**src/rtl/creg_tile_agen.sv**
```systemverilog
// Tile-order address generator for the C-result buffer: walks a ROWS x COLS
// matrix tile by tile and emits one address per valid/ready handshake.
module creg_tile_agen #(
    parameter int ROWS   = 8,
    parameter int COLS   = 8,
    parameter int TILE_R = 2,
    parameter int TILE_C = 2,
    parameter int ADDR_W = 8
) (
    input  logic              clk,
    input  logic              reset_n,
    input  logic              start,
    input  logic [ADDR_W-1:0] base_addr,
    input  logic              col_major,
    input  logic              abort,
    input  logic              ready,
    output logic [ADDR_W-1:0] addr,
    output logic              valid,
    output logic              tile_last,
    output logic              busy,
    output logic              done
);

    localparam int TR_W  = (ROWS > 1)   ? $clog2(ROWS)   : 1;
    localparam int TC_W  = (COLS > 1)   ? $clog2(COLS)   : 1;
    localparam int IR_W  = (TILE_R > 1) ? $clog2(TILE_R) : 1;
    localparam int IC_W  = (TILE_C > 1) ? $clog2(TILE_C) : 1;
    localparam int SUM_W = ADDR_W + TR_W + TC_W + 2;

    localparam logic [TR_W-1:0] TR_LAST = TR_W'(ROWS - TILE_R);
    localparam logic [TC_W-1:0] TC_LAST = TC_W'(COLS - TILE_C);
    localparam logic [IR_W-1:0] IR_LAST = IR_W'(TILE_R - 1);
    localparam logic [IC_W-1:0] IC_LAST = IC_W'(TILE_C - 1);

    typedef enum logic [1:0] {
        S_IDLE = 2'd0,
        S_RUN  = 2'd1,
        S_DONE = 2'd2
    } state_t;

    state_t            state_q, state_d;
    logic [ADDR_W-1:0] base_q, base_d;
    logic              cm_q, cm_d;
    logic [TR_W-1:0]   tr_q, tr_d;
    logic [TC_W-1:0]   tc_q, tc_d;
    logic [IR_W-1:0]   ir_q, ir_d;
    logic [IC_W-1:0]   ic_q, ic_d;

    logic ir_end, ic_end, tr_end, tc_end, tile_end, final_elem;
    logic [SUM_W-1:0] row_w, col_w;

    assign ir_end     = (ir_q == IR_LAST);
    assign ic_end     = (ic_q == IC_LAST);
    assign tr_end     = (tr_q == TR_LAST);
    assign tc_end     = (tc_q == TC_LAST);
    assign tile_end   = ir_end & ic_end;
    assign final_elem = tile_end & tr_end & tc_end;

    always_comb begin
        state_d = state_q;
        base_d  = base_q;
        cm_d    = cm_q;
        tr_d    = tr_q;
        tc_d    = tc_q;
        ir_d    = ir_q;
        ic_d    = ic_q;
        case (state_q)
            S_IDLE: begin
                if (start) begin
                    state_d = S_RUN;
                    base_d  = base_addr;
                    cm_d    = col_major;
                    tr_d    = '0;
                    tc_d    = '0;
                    ir_d    = '0;
                    ic_d    = '0;
                end
            end
            S_RUN: begin
                // abort wins: the address shown this cycle is not consumed
                if (abort) begin
                    state_d = S_IDLE;
                end else if (ready) begin
                    if (final_elem) begin
                        state_d = S_DONE;
                        tr_d    = '0;
                        tc_d    = '0;
                        ir_d    = '0;
                        ic_d    = '0;
                    end else if (!ir_end) begin
                        ir_d = ir_q + IR_W'(1);
                    end else begin
                        ir_d = '0;
                        if (!ic_end) begin
                            ic_d = ic_q + IC_W'(1);
                        end else begin
                            ic_d = '0;
                            if (cm_q) begin
                                if (tr_end) begin
                                    tr_d = '0;
                                    tc_d = tc_q + TC_W'(TILE_C);
                                end else begin
                                    tr_d = tr_q + TR_W'(TILE_R);
                                end
                            end else begin
                                if (tc_end) begin
                                    tc_d = '0;
                                    tr_d = tr_q + TR_W'(TILE_R);
                                end else begin
                                    tc_d = tc_q + TC_W'(TILE_C);
                                end
                            end
                        end
                    end
                end
            end
            S_DONE:  state_d = S_IDLE;
            default: state_d = S_IDLE;
        endcase
    end

    always_ff @(posedge clk) begin
        if (!reset_n) begin
            state_q <= S_IDLE;
            base_q  <= '0;
            cm_q    <= 1'b0;
            tr_q    <= '0;
            tc_q    <= '0;
            ir_q    <= '0;
            ic_q    <= '0;
        end else begin
            state_q <= state_d;
            base_q  <= base_d;
            cm_q    <= cm_d;
            tr_q    <= tr_d;
            tc_q    <= tc_d;
            ir_q    <= ir_d;
            ic_q    <= ic_d;
        end
    end

    // Full-width sum, truncated only at the output so wrap is modulo 2^ADDR_W
    assign row_w = SUM_W'(tr_q) + SUM_W'(ir_q);
    assign col_w = SUM_W'(tc_q) + SUM_W'(ic_q);
    assign addr  = ADDR_W'(SUM_W'(base_q) + row_w * SUM_W'(COLS) + col_w);

    assign valid     = (state_q == S_RUN);
    assign busy      = (state_q == S_RUN);
    assign done      = (state_q == S_DONE);
    assign tile_last = valid & tile_end;

endmodule

```
**config.mk**
```make
export PLATFORM = sky130hd
export DESIGN_NAME = creg_tile_agen
export DESIGN_NICKNAME = d
export VERILOG_FILES = /design/src/rtl/creg_tile_agen.sv
export SDC_FILE = /design/constraint.sdc
export NUM_CORES = 1
export LEC_CHECK = 0
export ABC_AREA = 1
export CORE_MARGIN = 8
export CORE_UTILIZATION = 40
export DETAILED_ROUTE_END_ITERATION = 10
export PLACE_DENSITY = 0.7
export SLEW_MARGIN = 10
export SYNTH_ARGS = -nofsm -noshare
export SYNTH_HDL_FRONTEND = slang
export SYNTH_SLANG_ARGS = --single-unit
```
**constraint.sdc**
```tcl
create_clock -name clk -period 1.8 [get_ports clk]
set_clock_uncertainty 0.15 [all_clocks]
set_input_delay 0.36 -clock clk [delete_from_list [all_inputs] [get_ports clk]]
set_output_delay 0.36 -clock clk [all_outputs]
set_load 0.02 [all_outputs]
```
=== Word-level counts from Yosys, hierarchy flattened ===
Index checks and enable logic that the tools add are counted.

* Bits in latches: 0
* Logic and storage cells: 76
* Flip-flop bits (word level): 19
* Memories kept: 0
* Memory bits (read-only): 0
* RAM bits: 0
* Output and inout bits: 12

* Bitwise gates (word level): 4
* Eq/ne operators: 13
* $lt $le $gt $ge: 0
* Reductions and logical operators: 8
* Add/sub/neg operators: 8
* Multiplexer cells: 36
* Shift-type cells: 0
* Multipliers: 0
* Div/mod/pow operators: 0

{| class="wikitable"
|+ Operators by type and width
! operator !! number
|-
| $mux W3 || 17
|-
| $reduce_and A7 Y1 || 2
|-
| $pmux W3 S2 || 2
|-
| $mux W1 || 10
|-
| $add A3 B1 Y4 || 2
|-
| $add A8 B4 Y8 || 1
|-
| $add A8 B7 Y8 || 1
|-
| $mux W2 || 4
|-
| $add A3 B2 Y3 const B || 2
|-
| $eq A3 B3 Y1 const B || 2
|-
| $ne A2 B2 Y1 const B || 3
|-
| $ne A3 B1 Y1 const B || 2
|-
| $reduce_and A5 Y1 || 1
|-
| $and A1 B1 Y1 || 4
|-
| $ne A4 B1 Y1 const B || 1
|-
| $ne A4 B2 Y1 const B || 1
|-
| $pmux W1 S2 || 2
|-
| $pmux W2 S2 || 1
|-
| $reduce_and A4 Y1 || 1
|-
| $ne A3 B2 Y1 const B || 1
|-
| $ne A3 B3 Y1 const B || 1
|-
| $reduce_and A3 Y1 || 1
|-
| $add A1 B1 Y1 const B || 2
|-
| $eq A2 B1 Y1 const B || 1
|-
| 4 further kinds || 4
|}

=== Longest topological paths before layout ===
* Depth in word-level cells: 9
* Gate-level depth with buffers: 9
* Mapped depth without buffers: 9

=== Worst setup path after synthesis ===
OpenSTA, ideal clock, no wires.

* Path type: reg2out
* From: register tr_q[1]
* To: output addr[7]
* Data required time: 1290 ps
* Buffers on the path: 0
* Arrival: 1575 ps
* Path slack: -285 ps
* Cell stages (with the launch flop): 7
* Cells stage by stage: dfxtp_1 ha_1 ha_1 a21o_1 a21boi_0 nand3_1 nand2_1

* Word-level cells in the longest chain between the ends: 3

{| class="wikitable"
|+ RTL lines
! element !! RTL line !! source
|-
| start: declaration || 44 || <nowiki>logic [TR_W-1:0] tr_q, tr_d;</nowiki>
|-
| start signal: assignment || 135 || <nowiki>tr_q <= tr_d;</nowiki>
|-
| $add A3 B1 Y4 || 143 || <nowiki>assign row_w = SUM_W'(tr_q) + SUM_W'(ir_q);</nowiki>
|-
| $add A8 B7 Y8 || 145 || <nowiki>assign addr = ADDR_W'(SUM_W'(base_q) + row_w * SUM_W'(COLS) + col_w);</nowiki>
|-
| $add A8 B4 Y8 || 145 ||
|-
| end: declaration || 17 || <nowiki>output logic [ADDR_W-1:0] addr,</nowiki>
|}

Every way passes these cells.

=== Worst setup path in the final report ===
* From: register ir_q, in the netlist ir_end
* To: output addr[4]

* Word-level cells in the longest chain between the ends: 3

{| class="wikitable"
|+ RTL lines
! element !! RTL line !! source
|-
| start: declaration || 46 || <nowiki>logic [IR_W-1:0] ir_q, ir_d;</nowiki>
|-
| start signal: assignment || 137 || <nowiki>ir_q <= ir_d;</nowiki>
|-
| $add A3 B1 Y4 || 143 ||
|-
| $add A8 B7 Y8 || 145 ||
|-
| $add A8 B4 Y8 || 145 ||
|}

Every way passes these cells.

==> impl_results.md <==
* Minimum clock period at 2270 ps
* Yosys top cell area share at 29.0%
* Buffer and inverter count on the worst path at 2
* Placed Area at 0.00170 sq mm
* CP endpoint kind: output pin
* WS Path Type: register to output pin
* Final setup vio count at 7
* Longest Clk Path Bufs at 2
* Status: finished with violations
* Distinct cell type count after synthesis at 27
* Leakage Power at a little under 0.9 nW
* Pre-CTS setup slack at -618 ps
* Failing checks: setup timing
* Cell row count at 19
* Highest routed layer: met4
* Core box area at 0.00278 sq mm
* Filler-free cell count of the finished design at 258
* Fin util at 65.2%
* Maxcap violations at 0
* CTS clk-pin slew, worst paths at 100 ps
* Setup crit start kind: register
* Vias in the first global route at 1379
* Sequential share of the synthesized area at around 29%
* Starting Density at a little over two fifths
* Worst EP required at 1290 ps
* CTS root buf: clkbuf_4
* ANT nets after route at 0
* Cell area after synthesis at 0.00117 sq mm
* Drt drc at 0
* Overall routed net length at 3.22 mm
* Most frequent CP cell: buf_4
* Metal2 WL at 1.61 mm
* Met3 Wirelength at roughly 99 microns
* Post-route cell area at between 0.0015 and 0.002 sq mm
* Diode count at 0
* First-pass DRT Iterations at 4
* Worst Slack Setup Final at -470 ps
* Final Hold Vio Count at 0
* TritonCTS buffer count at 3
* Dpl cells at 252
* Critical path, cell by cell: ha_1, a21oi_1, o21ai_2, buf_4, xor2_2, buf_4
* WHS at 341 ps
* Worst-Skew Late Latency at roughly 300 ps
* RSZ-0062 raised after global routing: yes
* Gp weighted congestion at a little over 0.8
* DR vias at roughly 1300
* Die span in x at between 70 and 80 microns
* GRT overflow at 0
* Largest net degree at the start of global routing at 18
* CTS tree: done
* Wire length of the first global-routing pass at ~5.7 mm
* Final max-slew violation count at 0
* Hold Path Class: register to register
* CP arrival at 1760 ps
* DRT iter0 DRCs at 60
* TNS Setup at -2600 ps
* Peak supply drop at 0.671 mV
* Pwr/cell area at 698 mW/mm^2
* Yosys reg bits at 17
* Syn Area/Cell at approximately 6.7 sq um
* Warnings from Yosys at 0
* Largest cells by area after synthesis: dfxtp_1, ha_1, nand2_1, nor2_1, inv_1
* Worst stage delay on the critical path at roughly 350 ps
* Port bufs at 25
* Pwr Total at 1.27 mW
* Fill count at 249
* Area delta synth->final at 54.6%
* Yosys top cell by area: dfxtp_1
* CTS Sinks at 17
* I/O pin count at 26
* Global Route Usage Sum at around an eighth
* DIE AREA at around 0.0049 sq mm
* H-tree depth at 1
* HPWL after DPL at 2.51 mm
* Layout cells sized above 1 at between 30% and 40%
* Final net count at 253
* Initial antenna violation count at 0
* Avg WL per Cell at 12.5 microns
* Final period util at 126%
* Hold_buf cts at 0
* WL met1 at approximately 1.5 mm
* Top delay family on crit path: adder cells
* Vias per cell at 5.00
* Gate Count Post-Synth at approximately 170
* Max Freq at 441 MHz
* Crit path max fanout at 4
* Slowest cell on crit path: ha_1
* Die Height at between 70 and 80 microns
==> cells in the mapped netlist, drive strengths merged <==
master   n
o21ai   14
nand2   36
buf      2
nand3   14
inv     22
clkbuf   1
xor2     3
ha      10
fa       1
conb     1
xnor2    1
nor3     1
dfxtp   17
a21o     1
a21oi   13
nor2    33
o21bai   2
a21boi   2
==> logic make-up (layout without fill, tap and decap cells) <==
family	after synthesis	after routing	share of synthesized area, %
adder cells (fa/ha/maj)	11	11	12.4
XOR/XNOR	4	4	2.99
AO/OA/AOI/OAI	32	32	15.0
other	1	2	0.320
AND/OR/NAND/NOR	84	84	31.9
flip-flops	17	17	29.0
buffers and inverters	25	77	8.42
==> worst register-to-register path, stage by stage, from the launching register on <==
cell	delay (ps)
dfxtp_1	370
buf_4	160
nor2_2	160
nand2_1	270
buf_4	240
a21boi_0	140
==> report_power, final <==
part | switching, mW | total [mW] | internal (mW)
Combinational | 0.314 | 0.613 | 0.299
Clock | 0.130 | 0.213 | 0.0828
Sequential | 0.0287 | 0.441 | 0.413
Total | 0.473 | 1.27 | 0.794
==> placed cells by master, fill, tap and decap left out, drive strengths merged <==
master	synthesis	layout
clkdlybuf4s50	0	13
clkdlybuf4s15	0	1
dlygate4sd2	0	2
clkbuf	1	5
ha	10	10
nand3	14	14
o21bai	2	2
inv	22	22
clkinv	0	1
nor2	33	33
buf	2	33
dfxtp	17	17
a21boi	2	2
a21oi	13	13
a21o	1	1
conb	1	2
o21ai	14	14
nor3	1	1
nand2	36	36
xor2	3	3
fa	1	1
xnor2	1	1
==> repair_timing <==
item	in CTS	in global routing
pin swaps	14	5
buffers inserted	0	2
endpoints found under the setup margin	12	12
cloned	0	0
resized for setup	54	18
==> path summary, 6_finish.rpt <==
kind / from / endpoint / slack (ps) / cells after the start
worst max-delay path: ir_end / addr[4] / -470 / 6
worst min-delay path: base_q[7] / base_q[7] / 340 / 2
worst max register to register: state_q[1] / state_q[0] / 230 / 5
worst min register to register: base_q[7] / base_q[7] / 340 / 2
==> area by class of cell <==
cell class / instances / area (sq um) / area share [%]
flip-flops and latches: 17 / 349 / 19.2
multi-input cells: 133 / 878 / 48.4
clock inverters: 1 / 5.00 / 0.276
well taps: 31 / 38.8 / 2.14
repair buffers: 51 / 438 / 24.1
inverters: 22 / 82.6 / 4.55
clock buffers: 3 / 22.5 / 1.24
==> sequential cells by signal, indices dropped and copies added, names as in the netlist <==
name,cells
cm_q,1
tr_q,2
ir_end,1
tc_q,2
base_q,8
ic_end,1
state_q,2
==> metal layers <==
layer	vias up	GRT usage, %
met2	19	22.8
met1	609	15.7
met4	0	4.24
met3	6	3.39
met5	-	0
li1	657	-
No activity file was read; power rests on OpenSTA's default activity.
